==> config.mk <==
export PLATFORM = sky130hd
export DESIGN_NAME = ram_result_streamer
export DESIGN_NICKNAME = d
export VERILOG_FILES = /design/src/rtl/pkg_image_mem.sv /design/src/rtl/stream_buf2.sv /design/src/rtl/ram_result_streamer.sv
export SDC_FILE = /design/constraint.sdc
export NUM_CORES = 1
export LEC_CHECK = 0
export ABC_AREA = 1
export CAP_MARGIN = 25
export CORE_ASPECT_RATIO = 1.75
export CORE_MARGIN = 1.5
export CORE_UTILIZATION = 40
export DETAILED_ROUTE_END_ITERATION = 8
export MAX_ROUTING_LAYER = met4
export PLACE_DENSITY = 0.63
export SETUP_SLACK_MARGIN = 0.1
export SLEW_MARGIN = 30
export SYNTH_ARGS = -nofsm -noshare
export SYNTH_HDL_FRONTEND = slang
export SYNTH_SLANG_ARGS = --single-unit
==> constraint.sdc <==
create_clock -name clk -period 5.1 [get_ports clk]
set_input_delay 1.02 -clock clk [delete_from_list [all_inputs] [get_ports clk]]
set_output_delay 1.02 -clock clk [all_outputs]
set_load 0.005 [all_outputs]
==> src/rtl/pkg_image_mem.sv <==
// Shared definitions for the image RAM readout path: default widths,
// output image window and the streamer state encoding.
package pkg_image_mem;
    localparam int DEF_DATA_WIDTH = 8;
    localparam int DEF_ADDR_WIDTH = 17;
    localparam int IMG_OUT_BASE   = 70000;
    localparam int IMG_OUT_END    = 86383;

    typedef enum logic [1:0] {
        IDLE,
        RUN,
        DRAIN,
        FIN
    } streamer_state_t;
endpackage

==> src/rtl/stream_buf2.sv <==
// Two-entry register FIFO with show-ahead head; the head entry is always
// slot 0 so the stream outputs come straight from registers.
module stream_buf2 #(
    parameter int DATA_WIDTH = 8
) (
    input  logic                  clk,
    input  logic                  rst_n,
    input  logic                  push,
    input  logic [DATA_WIDTH-1:0] push_data,
    input  logic                  push_last,
    input  logic                  pop,
    output logic [1:0]            count,
    output logic [DATA_WIDTH-1:0] head_data,
    output logic                  head_last,
    output logic                  head_valid
);
    logic [DATA_WIDTH-1:0] tail_data;
    logic                  tail_last;

    // Pops shift the tail into the head, so a stalled head never changes.
    always_ff @(posedge clk or negedge rst_n) begin
        if (!rst_n) begin
            count     <= 2'd0;
            head_data <= '0;
            head_last <= 1'b0;
            tail_data <= '0;
            tail_last <= 1'b0;
        end else begin
            case ({push, pop})
                2'b10: begin
                    if (count == 2'd0) begin
                        head_data <= push_data;
                        head_last <= push_last;
                    end else begin
                        tail_data <= push_data;
                        tail_last <= push_last;
                    end
                    count <= count + 2'd1;
                end
                2'b01: begin
                    if (count == 2'd2) begin
                        head_data <= tail_data;
                        head_last <= tail_last;
                    end
                    count <= count - 2'd1;
                end
                2'b11: begin
                    if (count == 2'd1) begin
                        head_data <= push_data;
                        head_last <= push_last;
                    end else begin
                        head_data <= tail_data;
                        head_last <= tail_last;
                        tail_data <= push_data;
                        tail_last <= push_last;
                    end
                end
                default: ;
            endcase
        end
    end

    assign head_valid = (count != 2'd0);
endmodule

==> src/rtl/ram_result_streamer.sv <==
// Walks an address window of the image RAM with synchronous reads and
// streams each byte out on a valid/ready interface with full backpressure.
module ram_result_streamer
    import pkg_image_mem::*;
#(
    parameter int DATA_WIDTH = DEF_DATA_WIDTH,
    parameter int ADDR_WIDTH = DEF_ADDR_WIDTH
) (
    input  logic                  clk,
    input  logic                  rst_n,
    input  logic                  start,
    input  logic [ADDR_WIDTH-1:0] start_addr,
    input  logic [ADDR_WIDTH-1:0] end_addr,
    output logic                  ram_r_en,
    output logic [ADDR_WIDTH-1:0] ram_addr,
    input  logic [DATA_WIDTH-1:0] ram_data,
    output logic [DATA_WIDTH-1:0] m_data,
    output logic                  m_valid,
    output logic                  m_last,
    input  logic                  m_ready,
    output logic                  busy,
    output logic                  done,
    output logic                  err
);
    streamer_state_t       state;
    logic [ADDR_WIDTH-1:0] rd_ptr;
    logic [ADDR_WIDTH-1:0] end_q;
    logic                  inflight;
    logic                  inflight_last;
    logic [1:0]            buf_count;
    logic                  pop;
    logic [2:0]            credit;
    logic [2:0]            credit_limit;
    logic                  at_end;

    assign pop          = m_valid & m_ready;
    assign at_end       = (rd_ptr == end_q);
    assign credit       = {1'b0, buf_count} + {2'b00, inflight};
    assign credit_limit = 3'd1 + {2'b00, pop};

    // A read may only issue if the buffer is guaranteed a free slot when its data lands.
    assign ram_r_en = (state == RUN) && (credit <= credit_limit);
    assign ram_addr = ram_r_en ? rd_ptr : '0;
    assign busy     = (state != IDLE);
    assign done     = (state == FIN);

    always_ff @(posedge clk or negedge rst_n) begin
        if (!rst_n) begin
            state         <= IDLE;
            rd_ptr        <= '0;
            end_q         <= '0;
            inflight      <= 1'b0;
            inflight_last <= 1'b0;
            err           <= 1'b0;
        end else begin
            inflight      <= ram_r_en;
            inflight_last <= ram_r_en && at_end;
            case (state)
                IDLE: begin
                    if (start) begin
                        rd_ptr <= start_addr;
                        end_q  <= end_addr;
                        err    <= (end_addr < start_addr);
                        state  <= (end_addr < start_addr) ? FIN : RUN;
                    end
                end
                RUN: begin
                    // Equality stop keeps a window ending at the top address from wrapping.
                    if (ram_r_en) begin
                        if (at_end) begin
                            state <= DRAIN;
                        end else begin
                            rd_ptr <= rd_ptr + 1'b1;
                        end
                    end
                end
                DRAIN: begin
                    if (!inflight && (buf_count == 2'd0 || (buf_count == 2'd1 && pop))) begin
                        state <= FIN;
                    end
                end
                FIN: begin
                    state <= IDLE;
                end
                default: state <= IDLE;
            endcase
        end
    end

    stream_buf2 #(
        .DATA_WIDTH(DATA_WIDTH)
    ) u_buf (
        .clk       (clk),
        .rst_n     (rst_n),
        .push      (inflight),
        .push_data (ram_data),
        .push_last (inflight_last),
        .pop       (pop),
        .count     (buf_count),
        .head_data (m_data),
        .head_last (m_last),
        .head_valid(m_valid)
    );
endmodule

# Yosys cells after proc, flatten, opt, wreduce, memory -nomap -nowiden
# Index checks and enable logic that the tools add are counted.
# word_totals
word_cells	82
reg_bits	59
in_bits	46
out_inout_bits	31
# op_classes
bitwise_logic	1
mux	26
n_eq_ne	18
n_lt_le_gt_ge	2
n_reduce_logical	19
add_sub_neg	5
# ops
cell	n
2-to-1 mux 17 bit	4
2-to-1 mux 8 bit	5
case mux 17 bit (2 select lines)	1
case mux 8 bit (3 select lines)	1
adder 17 x 1 -> 17 bit, second input constant	1
== test 17 bit	1
< comparator 17 bit	1
inequality test 2 bit, second input constant	8
case mux 8 bit (2 select lines)	1
== test 2 bit, second input constant	5
2-to-1 mux 2 bit	5
nonzero test 2 bit	5
case mux 2 bit (4 select lines)	1
AND reduction 4 bit	2
== test 2 x 1 -> 1 bit, second input constant	3
AND reduction 3 bit	2
2-to-1 mux 1 bit	5
logical AND 1 bit	4
zero test 2 bit	2
case mux 2 bit (2 select lines)	1
adder 2 x 1 -> 3 bit	1
<= comparator 3 x 2 -> 1 bit	1
case mux 1 bit (3 select lines)	1
nonzero test 3 bit	1
other kinds (9)	9

# Longest topological paths before layout
# Gate-level depths: netlist of run 1.
# logic_depth
depth_word	7
depth_mapped	16

# Modules after synthesis
# From an unflattened synthesis of run 1, not the netlist that was laid out.
# unflattened
cells_unflattened	600
area_unflattened_um2	4197.8
# modules_own_cells
module	cells_per_inst	area_each_um2	instances
ram_result_streamer	460	3096.7	1
stream_buf2	140	1101.1	1

# Least setup slack after synthesis of run 1
# No wires, ideal clock.
# synth_timing
path_kind	input to output
start	input m_ready
end	output ram_r_en
path_stages	10
slack_ns	1.525
required_time_ns	4.080
arrival_ns	2.555
path_buffers	1
cell_sequence	nand2_1 > inv_1 > fa_1 > inv_1 > nand2_1 > o21ai_0 > nand2_1 > nand2_1 > clkbuf_1 > inv_1
# synth_via
elab_chain_len	4
# synth_lines
item	line	source
from (decl)	ram_result_streamer.sv:20	input logic m_ready,
bitwise AND 1 bit	ram_result_streamer.sv:36	assign pop = m_valid & m_ready;
adder 1 x 1 -> 2 bit	ram_result_streamer.sv:39	assign credit_limit = 3'd1 + {2'b00, pop};
<= comparator 3 x 2 -> 1 bit	ram_result_streamer.sv:42	assign ram_r_en = (state == RUN) && (credit <= credit_limit);
logical AND 1 bit	ram_result_streamer.sv:42	
to (decl)	ram_result_streamer.sv:14	output logic ram_r_en,
# No other way between the ends.

# Worst setup path after layout of run 1
# layout_timing
start	input m_ready
end	output ram_addr[13]
# layout_via
elab_chain_len	5
# layout_lines
item	line	source
bitwise AND 1 bit	ram_result_streamer.sv:36	
adder 1 x 1 -> 2 bit	ram_result_streamer.sv:39	
<= comparator 3 x 2 -> 1 bit	ram_result_streamer.sv:42	
logical AND 1 bit	ram_result_streamer.sv:42	
2-to-1 mux 17 bit	ram_result_streamer.sv:43	assign ram_addr = ram_r_en ? rd_ptr : '0;
to (decl)	ram_result_streamer.sv:15	output logic [ADDR_WIDTH-1:0] ram_addr,
# No other way between the ends.

==> metrics.txt, run 1 <==
Total GRT Usage=22.3%; post-synthesis cell type count=32; largest net degree at the start of global routing=44; fraction of the yosys area taken by sequential cells=36.3%; CTS Sinks=59; core area=0.00985 sq mm; Top Layer Used=met4; Switching Share=43.2%; Die Area=0.0108 sq mm; clock transition at the registers of the reported paths=0.05 ns; crit path kind=in -> out; routed length per instance=14.4 um; Mapped Cells=556; Avg Cell Area, Syn=7.31 sq um; Tcrit/Tclk final=90.0%; status=complete, no violations; length of routed wiring on met1=4150 um; worst-path maximum fanout=8; Routed WL=11000 um; hold_buf cts=0; Final setup viols=0; power density cells=566 mW/mm^2; slew margin rel.=42.2%; Hold WC Path Type=reg -> reg; nets@finish=712; Synth Register Bits=59; Area contributors post-synth=dfrtp_1 36%, nand2_1 14%, ha_1 9.8%, inv_1 7.5%, o21ai_0 6.3%; VDD IR max=272 uV; simple-gate portion of the synthesized area=26.6%; DP Area=0.00493 sq mm; area delta synth->final=28.3%; Int Power=1.68 mW; post-synth net total=635; drt pass-1 iters=5; layout cell share with drive strength beyond 1=7.21%; Leak=2.60 nW; FMAX=218 MHz; Yosys top cell by area=dfrtp_1; Crit. End Element=output pin; Die Height=136 um; Psw=1.27 mW; Die W=79.2 um; RSZ-0062 raised after global routing=false; Post-Synth XOR/XNOR Area=3.02%; clk_lat worst skew=0.33 ns; Synth Area in Adders=10.3%; Hold Violations, Final=0; Max Slew Vio Count=0; CTS tree=done; critical path required time=4.08 ns; sequential power share=29.9%; R2R cell count=15; max_cap viols=0; hold depth=2; setup ws final=0.511 ns; Clock Root Buffer=clkbuf_16; DR WL met2=5980 um; DRC=0; IO Count=77; vias in the first global route=3806; antenna violations before repair=0; total gr overflow=0; main combinational cell family by area after synthesis=simple AND/OR/NAND/NOR gates; TritonCTS buffer count=9; Clk pwr share=19.2%; htree depth=3; initial core utilization=41.3%; DP HPWL=8450 um; area share of the largest cell type after synthesis=36.3%; DRT antenna net count=0; setup TNS=0 ns; Placement Setup Slack=0.504 ns; Post-Syn Area=0.00407 sq mm; Vias=3842; Arrival @ worst endpoint=3.57 ns; yosys warns=0; first-pass GRT wire length=17800 um; complex-gate fraction of the synthesized area=9.60%; final setup skew=0.00538 ns; Via density=5.04; GPL Wtd Cong=0.888; metal3 WL=436 um; WHS=0.483 ns; Finished Cell Area=0.00522 sq mm; Resized cells post-CTS=0; postcts setup bufs=0; row cnt=48; proportion of synthesized area in mux cells=4.43%; fin crit period=4.59 ns; Comb pwr share=50.9%; startpoint types=input pin; PortBufs=76; initial detailed-routing violation count=150; diode count=0; Worst Tran Pin Value=0.866 ns; Bufs on Longest Clock Path=2
-- cells in the final DEF, fill, tap and decap left out, drive strengths merged --
cell / count
clkdlybuf4s50: 75
fa: 1
xnor2: 9
ha: 32
clkbuf: 12
clkinv: 2
a31oi: 1
nand4: 5
nand2: 158
a21oi: 19
dfrtp: 59
clkinvlp: 2
o21a: 1
and2: 1
a21o: 1
mux2: 16
xor2: 5
o211ai: 1
nand3: 37
nor2: 55
buf: 6
o22ai: 1
nor3: 1
o21ai: 52
or2: 1
nand3b: 1
inv: 84
-- power groups by stage --
stage	clock network [mW]	logic, mW	registers, mW
after floorplan	0	1.06	0.831
after global placement	0	1.48	0.877
after detailed placement	0	1.51	0.887
after CTS	0.578	1.52	0.881
after global routing	0.599	1.71	0.910
final	0.566	1.50	0.883
-- stage by stage --
stage / instances / utilization, % / power (mW)
5_1_grt: 763 / 53.0 / 3.22
3_5_place_dp: 747 / 50.1 / 2.40
6_report: 763 / 53.0 / 2.95
3_3_place_gp: 747 / 50.1 / 2.35
4_1_cts: 763 / 53.0 / 2.98
2_1_floorplan: 556 / - / 1.89
-- final timing paths --
check / slack (ns) / end / startpoint
max: 0.51 / ram_addr[13] / m_ready
min: 0.48 / u_buf.tail_data[3]$_DFFE_PN0P_ / u_buf.tail_data[3]$_DFFE_PN0P_
max reg2reg: 2.03 / state[1]$_DFFE_PN0P_ / u_buf.count[1]$_DFFE_PN0P_
min in group asynchronous: 0.62 / u_buf.head_data[2]$_DFFE_PN0P_ / rst_n
max in group asynchronous: 3.55 / u_buf.tail_data[7]$_DFFE_PN0P_ / rst_n
min reg2reg: 0.48 / u_buf.tail_data[3]$_DFFE_PN0P_ / u_buf.tail_data[3]$_DFFE_PN0P_
-- worst max-delay path, stage by stage --
cell,delay (ns)
clkdlybuf4s50_1,0.42
nand2_1,0.15
inv_1,0.11
fa_1,0.51
inv_1,0.05
nand2_1,0.05
o21ai_0,0.06
nand2_1,0.08
nand2_1,0.25
buf_4,0.27
nor2_1,0.09
clkdlybuf4s50_1,0.50
-- per-layer routing --
layer / global-route usage (%) / vias up
met5: - / -
met4: 10.7 / 0
met3: 4.30 / 29
met2: 40.9 / 108
met1: 21.9 / 1791
li1: - / 1914
-- layout make-up --
cell class                      count  area (sq um)
Inverter                           84           315
Tap cell                          125           156
Sequential cell                    59          1480
Timing Repair Buffer               81           793
Clock buffer                       12           256
Fill cell                         975          4630
Multi-Input combinational cell    398          2190
Clock inverter                      4          25.0
-- state kept, by name, indices dropped and copies added (netlist names) --
signal / cells
end_q: 17
err: 1
inflight: 1
inflight_last: 1
rd_ptr: 17
state: 2
u_buf.count: 2
u_buf.head_data: 8
u_buf.head_last: 1
u_buf.tail_data: 8
u_buf.tail_last: 1
-- cells in the mapped netlist --
cell	n
nor2_1	54
inv_1	81
nand3_1	36
nand3_2	1
mux2_2	16
inv_2	3
nand2_1	155
o22ai_1	1
o211ai_1	1
buf_8	1
nand2_4	2
a21o_1	1
nor3_1	1
a31oi_1	1
o21ai_0	51
xnor2_1	9
xor2_1	5
nand4_1	5
a21oi_1	19
ha_1	32
buf_2	4
o21a_1	1
and2_1	1
nand2_8	1
dfrtp_1	59
clkbuf_1	9
fa_1	1
or2_2	1
nor2_2	1
nand3b_1	1
buf_6	1
o21ai_1	1
-- cells by family after synthesis --
group	Yosys count
and+or+nand+nor	259
buffers and inverters	99
AOI/OAI and AO/OA	76
DFF	59
adders and majority gates	33
muxes	16
xor gates and xnor gates	14
No activity file was read; power rests on OpenSTA's default activity.
==> run 2, diff against run 1 <==
==> constraint.sdc (replaced) <==
create_clock -name clk -period 4.45 [get_ports clk]
set_input_delay 0.89 -clock clk [delete_from_list [all_inputs] [get_ports clk]]
set_output_delay 0.89 -clock clk [all_outputs]
set_load 0.02 [all_outputs]
==> run 2 against run 1 <==
Sequential cell count did not move. Combinational power rose by 23%. Critical path type unchanged. Critical endpoint is now ram_r_en. Die area is the same. Worst setup slack got worse by 0.11 ns.
==> metrics.txt, run 2 (synthesis results as in run 1) <==
DRT antenna net count=0 (unchanged); WHS=0.481 ns (was 0.483 ns); Die Height=136 um (unchanged); Routed WL=11000 um (about the same); hold depth=2 (unchanged); initial detailed-routing violation count=151 (was 150); first-pass GRT wire length=17800 um (about the same); drt pass-1 iters=4 (was 5); hold_buf cts=0 (unchanged); cell mode on critical path=nand2_1 (unchanged); max_cap viols=0 (unchanged); total gr overflow=0 (unchanged); setup ws final=0.398 ns (was 0.511 ns); power density cells=675 mW/mm^2 (was 566 mW/mm^2); initial core utilization=41.3% (unchanged); CTS Sinks=59 (unchanged); DRC=0 (unchanged); status=complete, no violations (unchanged); Placement Setup Slack=0.217 ns (was 0.504 ns); antenna violations before repair=0 (unchanged); Worst Tran Pin Value=0.877 ns (was 0.866 ns); setup TNS=0 ns (unchanged); Arrival @ worst endpoint=3.16 ns (was 3.57 ns); clock transition at the registers of the reported paths=0.05 ns (about the same); critical path required time=3.56 ns (was 4.08 ns); Final setup viols=0 (unchanged); largest net degree at the start of global routing=32 (was 44); Die W=79.2 um (unchanged); final setup skew=0.00478 ns (was 0.00538 ns); IO Count=77 (unchanged); clk_lat worst skew=0.33 ns (about the same); GPL Wtd Cong=0.877 (was 0.888); htree depth=3 (unchanged); Hold Violations, Final=0 (unchanged); vias in the first global route=3782 (was 3806); startpoint types=input pin (unchanged); Hold Crit Start=u_buf.tail_data[1]$_DFFE_PN0P_ (was u_buf.tail_data[3]$_DFFE_PN0P_); delay-heaviest family, CP=buffers and inverters (unchanged); Leak=2.92 nW (was 2.60 nW); Clock Root Buffer=clkbuf_16 (unchanged); layout cell share with drive strength beyond 1=7.06% (was 7.21%); most frequent cells in the layout=155 x nand2_1, 81 x inv_1, 59 x dfrtp_1 (was 155 x nand2_1, 81 x inv_1, 75 x clkdlybuf4s50_1); critical path's largest stage delay=0.54 ns (was 0.51 ns); DP HPWL=8350 um (was 8450 um); Via density=4.98 (was 5.04); nets@finish=711 (was 712); crit path kind=in -> out (unchanged); diode count=0 (unchanged); CTS tree=done (unchanged); FMAX=247 MHz; Crit. End Element=output pin (unchanged); Buf/Inv on CP=5 (unchanged); r2r startpoint=u_buf.count[1]$_DFFE_PN0P_ (unchanged); area delta synth->final=30.3% (was 28.3%); Max Slew Vio Count=0 (unchanged); Hold WC Path Type=reg -> reg (unchanged); Levels on crit path=11 (was 12); worst-path maximum fanout=4 (was 8); slew margin rel.=41.4% (was 42.2%); VDD IR max=351 uV (was 272 uV); fin crit period=4.05 ns; Die Area=0.0108 sq mm (unchanged); Tcrit/Tclk final=91.1%; row cnt=48 (unchanged); Top Registers=end_q: 17 flops, rd_ptr: 17 flops (unchanged); routed length per instance=14.4 um (about the same); crit-path cells=clkdlybuf4s50_1, nand2_1, inv_1, fa_1, inv_1, nand2_1, o21ai_0, nand2_1, nand2_1, inv_1, clkdlybuf4s50_1 (was clkdlybuf4s50_1, nand2_1, inv_1, fa_1, inv_1, nand2_1, o21ai_0, nand2_1, nand2_1, buf_4, nor2_1, clkdlybuf4s50_1); R2R cell count=15 (unchanged); postcts setup bufs=0 (unchanged); Bufs on Longest Clock Path=2 (unchanged); most common cell after layout, fill and taps aside=nand2_1 (unchanged); RSZ-0062 raised after global routing=false (unchanged); PortBufs=76 (unchanged); Vias=3797 (was 3842); Worst path slowest cell=clkdlybuf4s50_1 (was fa_1); core area=0.00985 sq mm (unchanged); total power draw=3.57 mW (was 2.95 mW); TritonCTS buffer count=9 (unchanged); fin util=53.8% (was 53.0%); Total GRT Usage=22.4% (was 22.3%); Critical Path Source=m_ready (unchanged)
[run 2: cell type report]
| type | instances | area, sq um |
|---|---|---|
| fillers | 960 | 4550 |
| inverters | 84 | 315 |
| multi-input cells | 398 | 2190 |
| clock inverters | 3 | 45.0 |
| clock buffers | 13 | 270 |
| flip-flops and latches | 59 | 1480 |
| well taps | 125 | 156 |
| repair buffers | 80 | 841 |
[run 2: timing repair]
action,4_1_cts,5_1_grt
endpoints found under the hold margin,0,0
gates resized for setup,0,17
setup endpoints to repair,0,17
[run 2: final timing paths]
check	slack (ns)	endpoint
worst max-delay path	0.40	ram_r_en
worst min-delay path	0.48	u_buf.tail_data[1]$_DFFE_PN0P_
worst max register to register	1.40	rd_ptr[16]$_DFFE_PN0P_
worst min register to register	0.48	u_buf.tail_data[1]$_DFFE_PN0P_
max in group asynchronous	2.93	inflight$_DFF_PN0_
min in group asynchronous	0.62	u_buf.head_data[6]$_DFFE_PN0P_
[run 2: stage by stage]
| step | cell area [sq um] | cells |
|---|---|---|
| floorplan | 4070 | 556 |
| detailed placement | 4940 | 746 |
| finish | 5300 | 762 |
| CTS | 5260 | 762 |
| global route | 5300 | 762 |
| global placement | 4940 | 746 |
[run 2: worst register-to-register path, cell delays in order (launching register included)]
cell	delay [ns]
dfrtp_1	0.40
inv_1	0.14
ha_1	0.21
inv_2	0.05
nand2_1	0.12
inv_1	0.11
fa_1	0.51
inv_1	0.05
nand2_1	0.05
o21ai_0	0.06
nand2_1	0.09
o22ai_1	0.09
inv_1	0.65
nand2_8	0.22
nand2_1	0.11
nand2_1	0.05
[run 2: report_power, final]
group	leakage (nW)	switching, mW	internal [mW]
clock	0.148	0.241	0.479
combinational	2.05	1.11	0.733
sequential	0.719	0.221	0.790
[run 2: per-layer routing]
layer | wire, um | GRT usage [%] | up-vias
met3 | 476 | 3.69 | 22
met1 | 4210 | 22.7 | 1752
met2 | 6010 | 41.6 | 114
met4 | 297 | 9.06 | 0
li1 | - | - | 1909
met5 | 0 | - | -
